`config.mk`:
```
export PLATFORM = sky130hd
export DESIGN_NAME = fp_adder_pipe
export DESIGN_NICKNAME = d
export VERILOG_FILES = /design/src/rtl/fp_pkg.sv /design/src/rtl/fp_norm_round.sv /design/src/rtl/fp_adder_pipe.sv
export SDC_FILE = /design/constraint.sdc
export NUM_CORES = 1
export LEC_CHECK = 0
export BUFFER_PORTS_ARGS = -buffer_cell sky130_fd_sc_hd__buf_2
export CORE_MARGIN = 2
export CORE_UTILIZATION = 50
export CTS_CLUSTER_DIAMETER = 200
export CTS_CLUSTER_SIZE = 28
export DETAILED_ROUTE_END_ITERATION = 8
export PLACE_DENSITY = 0.72
export SLEW_MARGIN = 10
export SYNTH_ARGS = -nofsm -noshare
export SYNTH_HDL_FRONTEND = slang
export SYNTH_SLANG_ARGS = --single-unit
export TNS_END_PERCENT = 1
```
`constraint.sdc`:
```
create_clock -name clk -period 5.96 [get_ports clk]
set_input_delay 0.596 -clock clk [delete_from_list [all_inputs] [get_ports clk]]
set_output_delay 0.596 -clock clk [all_outputs]
set_load 0.005 [all_outputs]
```
`src/rtl/fp_pkg.sv`:
```
// Shared definitions for the pipelined minifloat adder: default format,
// field-unpacking helpers and the align-to-add stage record.
package fp_pkg;

  localparam int DEF_EXP_W = 4;
  localparam int DEF_MAN_W = 3;

  // Stage records are sized for the widest legal format; narrower formats
  // keep their values right-aligned with the upper bits at zero.
  localparam int MAX_EXP_W = 5;
  localparam int MAX_MAN_W = 4;
  localparam int MAX_EXT_W = MAX_MAN_W + 4;
  localparam int WORD_W    = 16;

  typedef struct packed {
    logic                 sign;
    logic [MAX_EXP_W-1:0] exp;
    logic [MAX_EXT_W-1:0] mant_big;
    logic [MAX_EXT_W-1:0] mant_small_ext;
    logic                 eff_sub;
  } align_t;

  typedef struct packed {
    logic                 sign;
    logic [MAX_EXP_W-1:0] exp_fld;
    logic [MAX_MAN_W-1:0] man_fld;
    logic [MAX_MAN_W:0]   sig;
    logic [MAX_EXP_W-1:0] eff_exp;
  } fields_t;

  // Subnormals (exp == 0) get hidden bit 0 and effective exponent 1.
  function automatic fields_t unpack(input logic [WORD_W-1:0] word,
                                     input int exp_w, input int man_w);
    fields_t          f;
    logic [WORD_W-1:0] man_mask;
    logic [WORD_W-1:0] exp_mask;
    logic             hidden;
    man_mask  = WORD_W'((1 << man_w) - 1);
    exp_mask  = WORD_W'((1 << exp_w) - 1);
    f.sign    = word[4'(exp_w + man_w)];
    f.man_fld = MAX_MAN_W'(word & man_mask);
    f.exp_fld = MAX_EXP_W'((word >> man_w) & exp_mask);
    hidden    = (f.exp_fld != '0);
    f.sig     = (MAX_MAN_W+1)'(f.man_fld) | ((MAX_MAN_W+1)'(hidden) << man_w);
    f.eff_exp = hidden ? f.exp_fld : MAX_EXP_W'(1);
    return f;
  endfunction

  function automatic logic [WORD_W-1:0] max_finite(input int exp_w, input int man_w);
    return WORD_W'((1 << (exp_w + man_w)) - 1);
  endfunction

endpackage

```
`src/rtl/fp_norm_round.sv`:
```
// Combinational normalise/round for the adder's last stage: leading-zero
// count, exponent-limited left shift, round-to-nearest-even and saturation.
module fp_norm_round
  import fp_pkg::*;
#(
  parameter int EXP_W = DEF_EXP_W,
  parameter int MAN_W = DEF_MAN_W,
  parameter int W     = 1 + EXP_W + MAN_W
) (
  input  logic             sign_i,
  input  logic [EXP_W-1:0] exp_i,
  input  logic [MAN_W+4:0] sum_i,
  output logic [W-1:0]     res_o,
  output logic             ovf_o,
  output logic             unf_o,
  output logic             inx_o
);

  localparam int EXT_W = MAN_W + 4;
  localparam int SUM_W = MAN_W + 5;
  localparam int XE_W  = EXP_W + 1;
  localparam int LZ_W  = $clog2(EXT_W + 1);
  localparam int SH_W  = (LZ_W > XE_W) ? LZ_W : XE_W;
  localparam logic [XE_W-1:0] EXP_TOP = XE_W'((1 << EXP_W) - 1);

  logic [LZ_W-1:0]   lz;
  logic              lz_found;
  logic [SH_W-1:0]   sh_lz, sh_lim, sh_amt;
  logic [XE_W-1:0]   exp_x, exp_n, exp_f;
  logic [EXT_W-1:0]  ext;
  logic [MAN_W:0]    keep, sig_f;
  logic              guard_b, rest_b, rnd_up;
  logic [MAN_W+1:0]  rounded;
  logic              is_zero, sat;
  logic [EXP_W-1:0]  exp_fld;
  logic [WORD_W-1:0] mag_max;
  logic              unused_mag;

  assign unused_mag = ^mag_max;

  always_comb begin
    lz       = LZ_W'(EXT_W);
    lz_found = 1'b0;
    for (int i = EXT_W - 1; i >= 0; i--) begin
      if (!lz_found && sum_i[i]) begin
        lz       = LZ_W'(EXT_W - 1 - i);
        lz_found = 1'b1;
      end
    end
  end

  // The left shift stops at exponent 1 so tiny results land as subnormals.
  always_comb begin
    exp_x  = XE_W'(exp_i);
    sh_lz  = SH_W'(lz);
    sh_lim = SH_W'(exp_x - XE_W'(1));
    sh_amt = (sh_lz < sh_lim) ? sh_lz : sh_lim;
    if (sum_i[SUM_W-1]) begin
      ext   = sum_i[SUM_W-1:1] | EXT_W'(sum_i[0]);
      exp_n = exp_x + XE_W'(1);
    end else begin
      ext   = sum_i[EXT_W-1:0] << sh_amt;
      exp_n = exp_x - XE_W'(sh_amt);
    end
  end

  always_comb begin
    keep    = ext[EXT_W-1:3];
    guard_b = ext[2];
    rest_b  = ext[1] | ext[0];
    rnd_up  = guard_b & (rest_b | keep[0]);
    rounded = {1'b0, keep} + (MAN_W+2)'(rnd_up);
    if (rounded[MAN_W+1]) begin
      sig_f = rounded[MAN_W+1:1];
      exp_f = exp_n + XE_W'(1);
    end else begin
      sig_f = rounded[MAN_W:0];
      exp_f = exp_n;
    end
  end

  // A result without the hidden bit is stored with exponent field 0.
  always_comb begin
    mag_max = max_finite(EXP_W, MAN_W);
    is_zero = (sum_i == '0);
    sat     = !is_zero && (exp_f > EXP_TOP);
    exp_fld = sig_f[MAN_W] ? exp_f[EXP_W-1:0] : EXP_W'(0);
    if (is_zero) begin
      res_o = '0;
    end else if (sat) begin
      res_o = {sign_i, mag_max[W-2:0]};
    end else begin
      res_o = {sign_i, exp_fld, sig_f[MAN_W-1:0]};
    end
    ovf_o = sat;
    unf_o = !is_zero && !sat && !sig_f[MAN_W];
    inx_o = !is_zero && (guard_b | rest_b);
  end

endmodule

```
`src/rtl/fp_adder_pipe.sv`:
```
// Three-stage minifloat add/subtract with valid/ready backpressure.
// Defining FP_ADD_FLAGS_EN adds flag_ovf/flag_unf/flag_inx outputs aligned with c.
module fp_adder_pipe
  import fp_pkg::*;
#(
  parameter int EXP_W = DEF_EXP_W,
  parameter int MAN_W = DEF_MAN_W,
  parameter int W     = 1 + EXP_W + MAN_W
) (
  input  logic         clk,
  input  logic         rst_n,
  input  logic         in_valid,
  output logic         in_ready,
  input  logic [W-1:0] a,
  input  logic [W-1:0] b,
  input  logic         sub,
  output logic         out_valid,
  input  logic         out_ready,
  output logic [W-1:0] c
`ifdef FP_ADD_FLAGS_EN
  ,
  output logic         flag_ovf,
  output logic         flag_unf,
  output logic         flag_inx
`endif
);

  localparam int SUM_W = MAN_W + 5;
  localparam logic [MAX_EXP_W-1:0] SH_CAP = MAX_EXP_W'(MAN_W + 3);

  fields_t              fa, fb;
  logic                 b_sign, a_ge_b;
  logic [MAX_MAN_W:0]   big_sig, small_sig;
  logic [MAX_EXP_W-1:0] big_exp, small_exp, exp_diff, sh_amt;
  logic [MAX_EXT_W-1:0] ext_small, lost_mask, small_al;
  logic [MAX_EXT_W:0]   sum_full;

  align_t           s1_d, s1_q;
  logic             v1_d, v1_q;
  logic             v2_d, v2_q;
  logic             s2_sign_d, s2_sign_q;
  logic [EXP_W-1:0] s2_exp_d, s2_exp_q;
  logic [SUM_W-1:0] s2_sum_d, s2_sum_q;
  logic             out_valid_d, out_valid_q;
  logic [W-1:0]     c_d, c_q;

  logic [W-1:0]     nr_res;
  logic             nr_ovf, nr_unf, nr_inx;
  logic             unused_hi;

  assign in_ready  = !out_valid_q || out_ready;
  assign out_valid = out_valid_q;
  assign c         = c_q;
  assign unused_hi = ^{s1_q.exp, sum_full};

  // Align: pick the larger magnitude, shift the smaller one keeping G/R/S.
  always_comb begin
    fa        = unpack(WORD_W'(a), EXP_W, MAN_W);
    fb        = unpack(WORD_W'(b), EXP_W, MAN_W);
    b_sign    = fb.sign ^ sub;
    a_ge_b    = {fa.exp_fld, fa.man_fld} >= {fb.exp_fld, fb.man_fld};
    big_sig   = a_ge_b ? fa.sig : fb.sig;
    small_sig = a_ge_b ? fb.sig : fa.sig;
    big_exp   = a_ge_b ? fa.eff_exp : fb.eff_exp;
    small_exp = a_ge_b ? fb.eff_exp : fa.eff_exp;
    exp_diff  = big_exp - small_exp;
    sh_amt    = (exp_diff > SH_CAP) ? SH_CAP : exp_diff;
    ext_small = {small_sig, 3'b000};
    lost_mask = (MAX_EXT_W'(1) << sh_amt) - MAX_EXT_W'(1);
    small_al  = (ext_small >> sh_amt) | MAX_EXT_W'(|(ext_small & lost_mask));

    s1_d = s1_q;
    v1_d = v1_q;
    if (in_ready) begin
      v1_d                = in_valid;
      s1_d.sign           = a_ge_b ? fa.sign : b_sign;
      s1_d.exp            = big_exp;
      s1_d.mant_big       = {big_sig, 3'b000};
      s1_d.mant_small_ext = small_al;
      s1_d.eff_sub        = fa.sign ^ b_sign;
    end
  end

  always_comb begin
    if (s1_q.eff_sub) begin
      sum_full = {1'b0, s1_q.mant_big} - {1'b0, s1_q.mant_small_ext};
    end else begin
      sum_full = {1'b0, s1_q.mant_big} + {1'b0, s1_q.mant_small_ext};
    end

    v2_d      = v2_q;
    s2_sign_d = s2_sign_q;
    s2_exp_d  = s2_exp_q;
    s2_sum_d  = s2_sum_q;
    if (in_ready) begin
      v2_d      = v1_q;
      s2_sign_d = s1_q.sign;
      s2_exp_d  = EXP_W'(s1_q.exp);
      s2_sum_d  = SUM_W'(sum_full);
    end
  end

  fp_norm_round #(
    .EXP_W (EXP_W),
    .MAN_W (MAN_W)
  ) u_norm_round (
    .sign_i (s2_sign_q),
    .exp_i  (s2_exp_q),
    .sum_i  (s2_sum_q),
    .res_o  (nr_res),
    .ovf_o  (nr_ovf),
    .unf_o  (nr_unf),
    .inx_o  (nr_inx)
  );

`ifdef FP_ADD_FLAGS_EN
  logic [2:0] flags_d, flags_q;
  assign {flag_ovf, flag_unf, flag_inx} = flags_q;
`else
  logic unused_flags;
  assign unused_flags = ^{nr_ovf, nr_unf, nr_inx};
`endif

  // Output register only reloads on a real result; bubbles leave c untouched.
  always_comb begin
    out_valid_d = out_valid_q;
    c_d         = c_q;
`ifdef FP_ADD_FLAGS_EN
    flags_d     = flags_q;
`endif
    if (in_ready) begin
      out_valid_d = v2_q;
      if (v2_q) begin
        c_d     = nr_res;
`ifdef FP_ADD_FLAGS_EN
        flags_d = {nr_ovf, nr_unf, nr_inx};
`endif
      end
    end
  end

  always_ff @(posedge clk or negedge rst_n) begin
    if (!rst_n) begin
      s1_q        <= '0;
      v1_q        <= 1'b0;
      v2_q        <= 1'b0;
      s2_sign_q   <= 1'b0;
      s2_exp_q    <= '0;
      s2_sum_q    <= '0;
      out_valid_q <= 1'b0;
      c_q         <= '0;
`ifdef FP_ADD_FLAGS_EN
      flags_q     <= '0;
`endif
    end else begin
      s1_q        <= s1_d;
      v1_q        <= v1_d;
      v2_q        <= v2_d;
      s2_sign_q   <= s2_sign_d;
      s2_exp_q    <= s2_exp_d;
      s2_sum_q    <= s2_sum_d;
      out_valid_q <= out_valid_d;
      c_q         <= c_d;
`ifdef FP_ADD_FLAGS_EN
      flags_q     <= flags_d;
`endif
    end
  end

endmodule

```
---- After elaboration in Yosys (flattened, before gate mapping) ----
Cells that the tools add are included.
storage, ports and cells
  flip-flop bits (word level) ............. 43
  bits of input ports ..................... 21
  output and inout bits ................... 10
  logic and storage cells ................. 89
operators by class
  $add $sub $neg .......................... 9
  order comparisons ....................... 4
  shifts and indexed selects .............. 3
  muxes and demuxes ....................... 30
  bitwise gates (word level) .............. 10
  reduce and logical (&&, ||, !) cells .... 21
operator list
  cell                 number
  $mux 4               8
  $mux 3               7
  $mux 5               4
  $mux 8               2
  $mux 7               2
  $reduce_bool 5->1    2
  $add 8x8->8          1
  $and 7x8->8          1
  $ge 8x8->1           1
  $logic_not 1->1      8
  $logic_not 8->1      1
  $or 3x4->4           2
  $or 8x1->8           1
  $reduce_or 8->1      1
  $shl 1x5->8 const A  1
  $shr 7x5->8          1
  $sub 8x2->8 const B  1
  $sub 8x8->8          1
  $logic_and 1x1->1    7
  $mux 1               7
  $or 7x1->7           1
  $shl 7x5->7          1
  $add 4x1->5          1
  $add 4x1->5 const B  1
  12 further kinds     14

---- Depth between registers and ports, before layout ----
  depth after elaboration ................. 32
  depth in mapped cells ................... 24

---- Modules after synthesis ----
From an unflattened synthesis, not the netlist that was laid out.
second synthesis, totals
  cell total of the unflattened synthesis .. 431
  area, all modules ....................... 3,711.1 um^2
by module, submodules not included
  module         instances  cells each  area each (um^2)  sequential area each (um^2)
  fp_adder_pipe  1          300         2,646.3           1,026.0
  fp_norm_round  1          131         1,064.8           0.0

---- Worst setup path before layout ----
Ideal clock, no wire load.
  path type ............................... input to register
  start point ............................. input a[0]
  end point ............................... register s1_q[3] (netlist name)
  data arrival time ....................... 5.067 ns
  data required time ...................... 5.825 ns
  setup slack ............................. 0.758 ns
  stages on the path ...................... 23
  path buffers ............................ 2
  cells stage by stage .................... inv_1 > ha_1 > nand2b_1 > a21o_1 > a21o_1 > a21o_1 > a21oi_1 > o21ai_1 > clkbuf_1 > nor2_1 > a21oi_1 > inv_1 > ha_1 > nor2b_1 > o21a_1 > or4b_2 > a21oi_1 > nor2b_1 > clkbuf_1 > mux2i_1 > mux2i_1 > a221oi_1 > o22ai_1
between the ends
  longest elaborated chain between the ends .. 7
  elaborated cells between the ends (all ways) .. 10
  those cells by class .................... 1 x add/sub; 2 x order compare; 1 x shift; 4 x mux; 2 x bitwise
ends and longest elaborated chain
  item                  RTL line              source
  from (decl)           fp_adder_pipe.sv:14   input logic [W-1:0] a,
  $ge 8x8->1 (*)        fp_adder_pipe.sv:61   a_ge_b = {fa.exp_fld, fa.man_fld} >= {fb.exp_fld, fb.man_fld};
  $mux 4 (*)            fp_adder_pipe.sv:64   big_exp = a_ge_b ? fa.eff_exp : fb.eff_exp;
  via big_exp[1]        fp_adder_pipe.sv:34   logic [MAX_EXP_W-1:0] big_exp, small_exp, exp_diff, sh_amt;
  $sub 4x4->5 (*)       fp_adder_pipe.sv:66   exp_diff = big_exp - small_exp;
  $gt 5x3->1            fp_adder_pipe.sv:67   sh_amt = (exp_diff > SH_CAP) ? SH_CAP : exp_diff;
  $mux 5 (*)            fp_adder_pipe.sv:67
  $shr 7x5->8 (*)       fp_adder_pipe.sv:70   small_al = (ext_small >> sh_amt) | MAX_EXT_W'(|(ext_small & lost_mask));
  $or 8x1->8 (*)        fp_adder_pipe.sv:70
  to (signal assigned)  fp_adder_pipe.sv:144  s1_q <= '0;
  to (signal assigned)  fp_adder_pipe.sv:156  s1_q <= s1_d;
  to (decl)             fp_adder_pipe.sv:38   align_t s1_d, s1_q;
The timed path passes the listed nets; every way through them passes the cells marked *.
A chain may end at the register's enable or synchronous reset.

---- Final worst setup path ----
  start point ............................. register s2_exp_q[0]
  end point ............................... register c_q[4], in the netlist c[4]
between the ends
  longest elaborated chain between the ends .. 14
  elaborated cells between the ends (all ways) .. 20
  those cells by class .................... 5 x add/sub; 2 x order compare; 1 x shift; 8 x mux; 3 x bitwise; 1 x reduce/logical
ends and longest elaborated chain
  item                    RTL line              source
  from (decl)             fp_adder_pipe.sv:42   logic [EXP_W-1:0] s2_exp_d, s2_exp_q;
  from (signal assigned)  fp_adder_pipe.sv:160  s2_exp_q <= s2_exp_d;
  $sub 4x1->5             fp_norm_round.sv:56   sh_lim = SH_W'(exp_x - XE_W'(1));
  $lt 3x5->1              fp_norm_round.sv:57   sh_amt = (sh_lz < sh_lim) ? sh_lz : sh_lim;
  $mux 5                  fp_norm_round.sv:57
  $shl 7x5->7             fp_norm_round.sv:62   ext = sum_i[EXT_W-1:0] << sh_amt;
  $mux 7                  fp_norm_round.sv:58   if (sum_i[SUM_W-1]) begin
  $or 1x1->1              fp_norm_round.sv:70   rest_b = ext[1] | ext[0];
  $or 1x1->1              fp_norm_round.sv:71   rnd_up = guard_b & (rest_b | keep[0]);
  $and 1x1->1             fp_norm_round.sv:71
  $add 4x1->5             fp_norm_round.sv:72   rounded = {1'b0, keep} + (MAN_W+2)'(rnd_up);
  $mux 5                  fp_norm_round.sv:73   if (rounded[MAN_W+1]) begin
  $gt 5x4->1              fp_norm_round.sv:86   sat = !is_zero && (exp_f > EXP_TOP);
  $logic_and 1x1->1       fp_norm_round.sv:86
  $mux 7 (*)              fp_norm_round.sv:90   end else if (sat) begin
  $mux 8 (*)              fp_norm_round.sv:88   if (is_zero) begin
  to (signal assigned)    fp_adder_pipe.sv:151  c_q <= '0;
  to (signal assigned)    fp_adder_pipe.sv:163  c_q <= c_d;
  to (decl)               fp_adder_pipe.sv:45   logic [W-1:0] c_d, c_q;
Mark *: on every way between the ends. The rest lies on a longest branch, timed or not.

==> flow_metrics.py <==
metrics = {
    "synthesis": {
        "yosys_register_bits": 41,
        "synthCells": 427,
        "yosysTopAreaCellShare_pct": 28.72,
        "synthArstFlopShare_pct": 100.0,
        "synth_area_leaders": "dfrtp_1, ha_1, mux2i_1",
        "synthFlopType": "dfrtp_1",
        "yosysWarnings": 0,
        "yosysUniqueCellTypes": 67,
        "syn-num-nets": 480,
        "synth_area_leader_cell": "dfrtp_1",
        "synth_edf_count": 0,
        "synth_area_um2": 3572,
        "ys_seq_area_share_pct": 28.72,
        "avgSynthCellArea_um2": 8.366,
    },
    "sta": {
        "final_max_slew_viol_count": 0,
        "setup_tns_ps": 0,
        "min_period_ps": 5103,
        "fmax_ghz": 0.1960,
        "maxSlewHeadroom_pct": 38.65,
        "report.final.hold_viol_count": 0,
        "clock_skew_ps": 7.859,
        "tightest_slew_ps": 920.3,
        "hold_ws_ps": 426.7,
        "period_share_pct": 85.63,
        "rsz0062_at_grt": "false",
        "setup_viol": 0,
    },
    "critical_path": {
        "worst_path_max_delay_cell": "dfrtp_1",
        "required_ps": 6140,
        "startpoint_type": "flip-flop",
        "max_stage_delay_ps": 580,
        "r2r-end": "c[4]",
        "path_delay_family": "compound AO/OA/AOI/OAI gates",
        "end_kind": "flip-flop",
        "worstPathArrival_ps": 5280,
        "path_cells": "inv_1 -> ha_1 -> xnor2_1 -> ha_1 -> o21a_1 -> o221ai_2 -> a21oi_1 -> o32ai_1 -> a21oi_1 -> or3_1 -> inv_1 -> ha_1 -> a21o_1 -> a21oi_1 -> xnor2_1 -> and3_1 -> a21oi_2 -> o21a_2 -> a221o_1",
        "r2r_start": "s2_exp_q[0]",
        "worstSetupPathType": "reg -> reg",
        "cp_max_fo": 9,
        "worstPathBufferInverterCount": 2,
        "reg2reg_slack_ps": 860,
        "r2r_cells": 19,
    },
    "cells_and_area": {
        "final_nets": 501,
        "drive_gt1_share_pct": 13.36,
        "final_util_pct": 56.90,
        "n_antenna_cell": 0,
        "syn_to_final_growth_pct": 9.422,
    },
    "cts": {
        "clock_latency_ps": 290,
        "post_cts_buffers": 0,
        "clockBufferDepth": 2,
        "numCtsBuffers": 5,
        "root_buffer": "clkbuf_8",
        "cts_max_level": 2,
        "cts.sinks": 41,
        "clk_pin_slew_worst_paths_ps": 80,
        "cts_tree": "yes",
        "ctsResizeCount": 0,
        "holdBufCountCts": 0,
    },
    "routing": {
        "ant_nets": 0,
        "drc": 0,
        "viasPerCell": 5.732,
        "vias": 3124,
        "first_iter_violations": 128,
        "dr.pass1.iters": 5,
        "finalWirelength_um": 7833,
        "drt-wirelength-per-cell_um": 14.37,
    },
    "grt": {
        "track_usage_pct": 21.49,
        "grt_max_degree": 42,
        "overflow": 0,
        "antenna_found_initial": 0,
        "grt_pass1_wl_um": 13450,
        "grt_pass1_vias": 2974,
    },
    "floorplan": {
        "dieWidth_um": 88.53,
        "die-area_um2": 7837,
        "boundaryPins": 31,
        "num_rows": 30,
        "core-area_um2": 6869,
        "start_util_pct": 52.00,
        "dieHeight_um": 88.53,
    },
    "place": {
        "dp_hpwl_um": 6035,
        "gp_congestion": 0.8803,
        "port_buffers": 30,
    },
    "power_and_ir_drop": {
        "p_leak_nw": 1.783,
        "ir_drop_v": 0.0002110,
        "p_per_area_nw_per_um2": 575.3,
    },
    "run": {
        "max_cap_viol_count": 0,
    },
    "run_status": {
        "status": "finished clean",
    },
    "min_path": {
        "hold_path_class": "in -> async",
    },
}
[layout by cell type (no fill, tap or decap), types with 4 or more instances in the layout]
cell type	count
nand2_1	46
o22ai_1	6
nor2_1	42
nand2b_1	9
a31oi_1	6
inv_1	31
mux2_2	5
o211ai_1	4
nor3_1	10
nor2b_1	8
a21oi_1	22
ha_1	29
buf_2	30
nand3_1	6
clkbuf_8	6
xnor2_1	12
o21ai_0	29
dfrtp_1	41
a21o_1	6
a221o_1	5
mux2i_1	19
a22o_1	4
o31ai_1	4
[kinds of logic (layout without fill, tap and decap cells)]
| group | after synthesis | after routing | share of synthesized area [%] |
|---|---|---|---|
| AO/OA/AOI/OAI | 126 | 126 | 25.39 |
| XOR/XNOR | 15 | 15 | 3.678 |
| adder cells (fa/ha/maj) | 32 | 32 | 11.84 |
| buffers and inverters | 51 | 73 | 5.674 |
| flip-flops | 41 | 41 | 28.72 |
| multiplexers | 24 | 24 | 6.900 |
| AND/OR/NAND/NOR | 138 | 138 | 17.79 |
[cells in the mapped netlist, types with 3 or more instances]
master / number
o22ai_1: 6
o31ai_1: 4
xor2_1: 3
a21oi_1: 22
nand2_1: 46
buf_2: 3
mux2_2: 5
a31oi_1: 6
xnor2_1: 12
fa_1: 3
a211oi_1: 3
o21ai_0: 29
a22o_1: 4
inv_1: 31
mux2i_1: 19
o211ai_1: 4
a211o_1: 3
o32a_1: 3
dfrtp_1: 41
ha_1: 29
nor2b_1: 9
clkbuf_1: 12
nand2b_1: 9
buf_1: 3
a221o_1: 5
o21a_1: 3
nor2_1: 42
a21o_1: 6
nor3_1: 10
nand3_1: 6
[cell type report]
cell class,instances,area [µm²]
Timing Repair Buffer,33,172.7
Clock inverter,2,37.54
Tap cell,96,120.1
Fill cell,629,2960
Clock buffer,6,82.58
Sequential cell,41,1026
Multi-Input combinational cell,335,2350
Inverter,32,120.1
[flip-flops by register name (all words and copies together), names as in the netlist]
register,flops
v2_q,1
s2_sum_q,8
s2_sign_q,1
v1_q,1
s1_q,17
out_valid,1
s2_exp_q,4
c,8
[metal layers]
layer / track usage [%] / vias to the layer above / share of wire (%)
li1: - / 1576 / -
met1: 28.61 / 1474 / 48
met2: 36.50 / 67 / 48
met3: 2.146 / 7 / 2.9
met4: 7.576 / 0 / 1.3
met5: 0 / - / 0
[power by group]
| group | leakage (nW) | internal, mW | switching [mW] |
|---|---|---|---|
| sequential | 0.494 | 0.383 | 0.146 |
| combinational | 1.23 | 0.649 | 0.836 |
| clock | 0.0574 | 0.136 | 0.0984 |
[how the worst max path moves through the flow]
stage | endpoint | cells after the start | startpoint | slack, ps
detailed placement | s1_q[3] | 24 | a[0] | 660
CTS | c[4] | 19 | s2_exp_q[0] | 950
global placement | s1_q[3] | 24 | a[0] | 820
global route | c[4] | 19 | s2_exp_q[0] | 480
floorplan | s1_q[3] | 23 | a[0] | 760
finish | c[4] | 19 | s2_exp_q[0] | 860
[per-stage QoR]
stage | std cells | cell area (µm²) | total power, mW | setup slack, ps
after floorplan | 427 | 3572 | 1.689 | 758.0
after global routing | 545 | 3909 | 2.476 | 479.0
final | 545 | 3909 | 2.249 | 856.7
after detailed placement | 537 | 3789 | 1.994 | 661.7
after CTS | 545 | 3909 | 2.244 | 946.2
after global placement | 537 | 3789 | 1.946 | 815.6
Note: power is estimated with default switching activity, not from simulation.
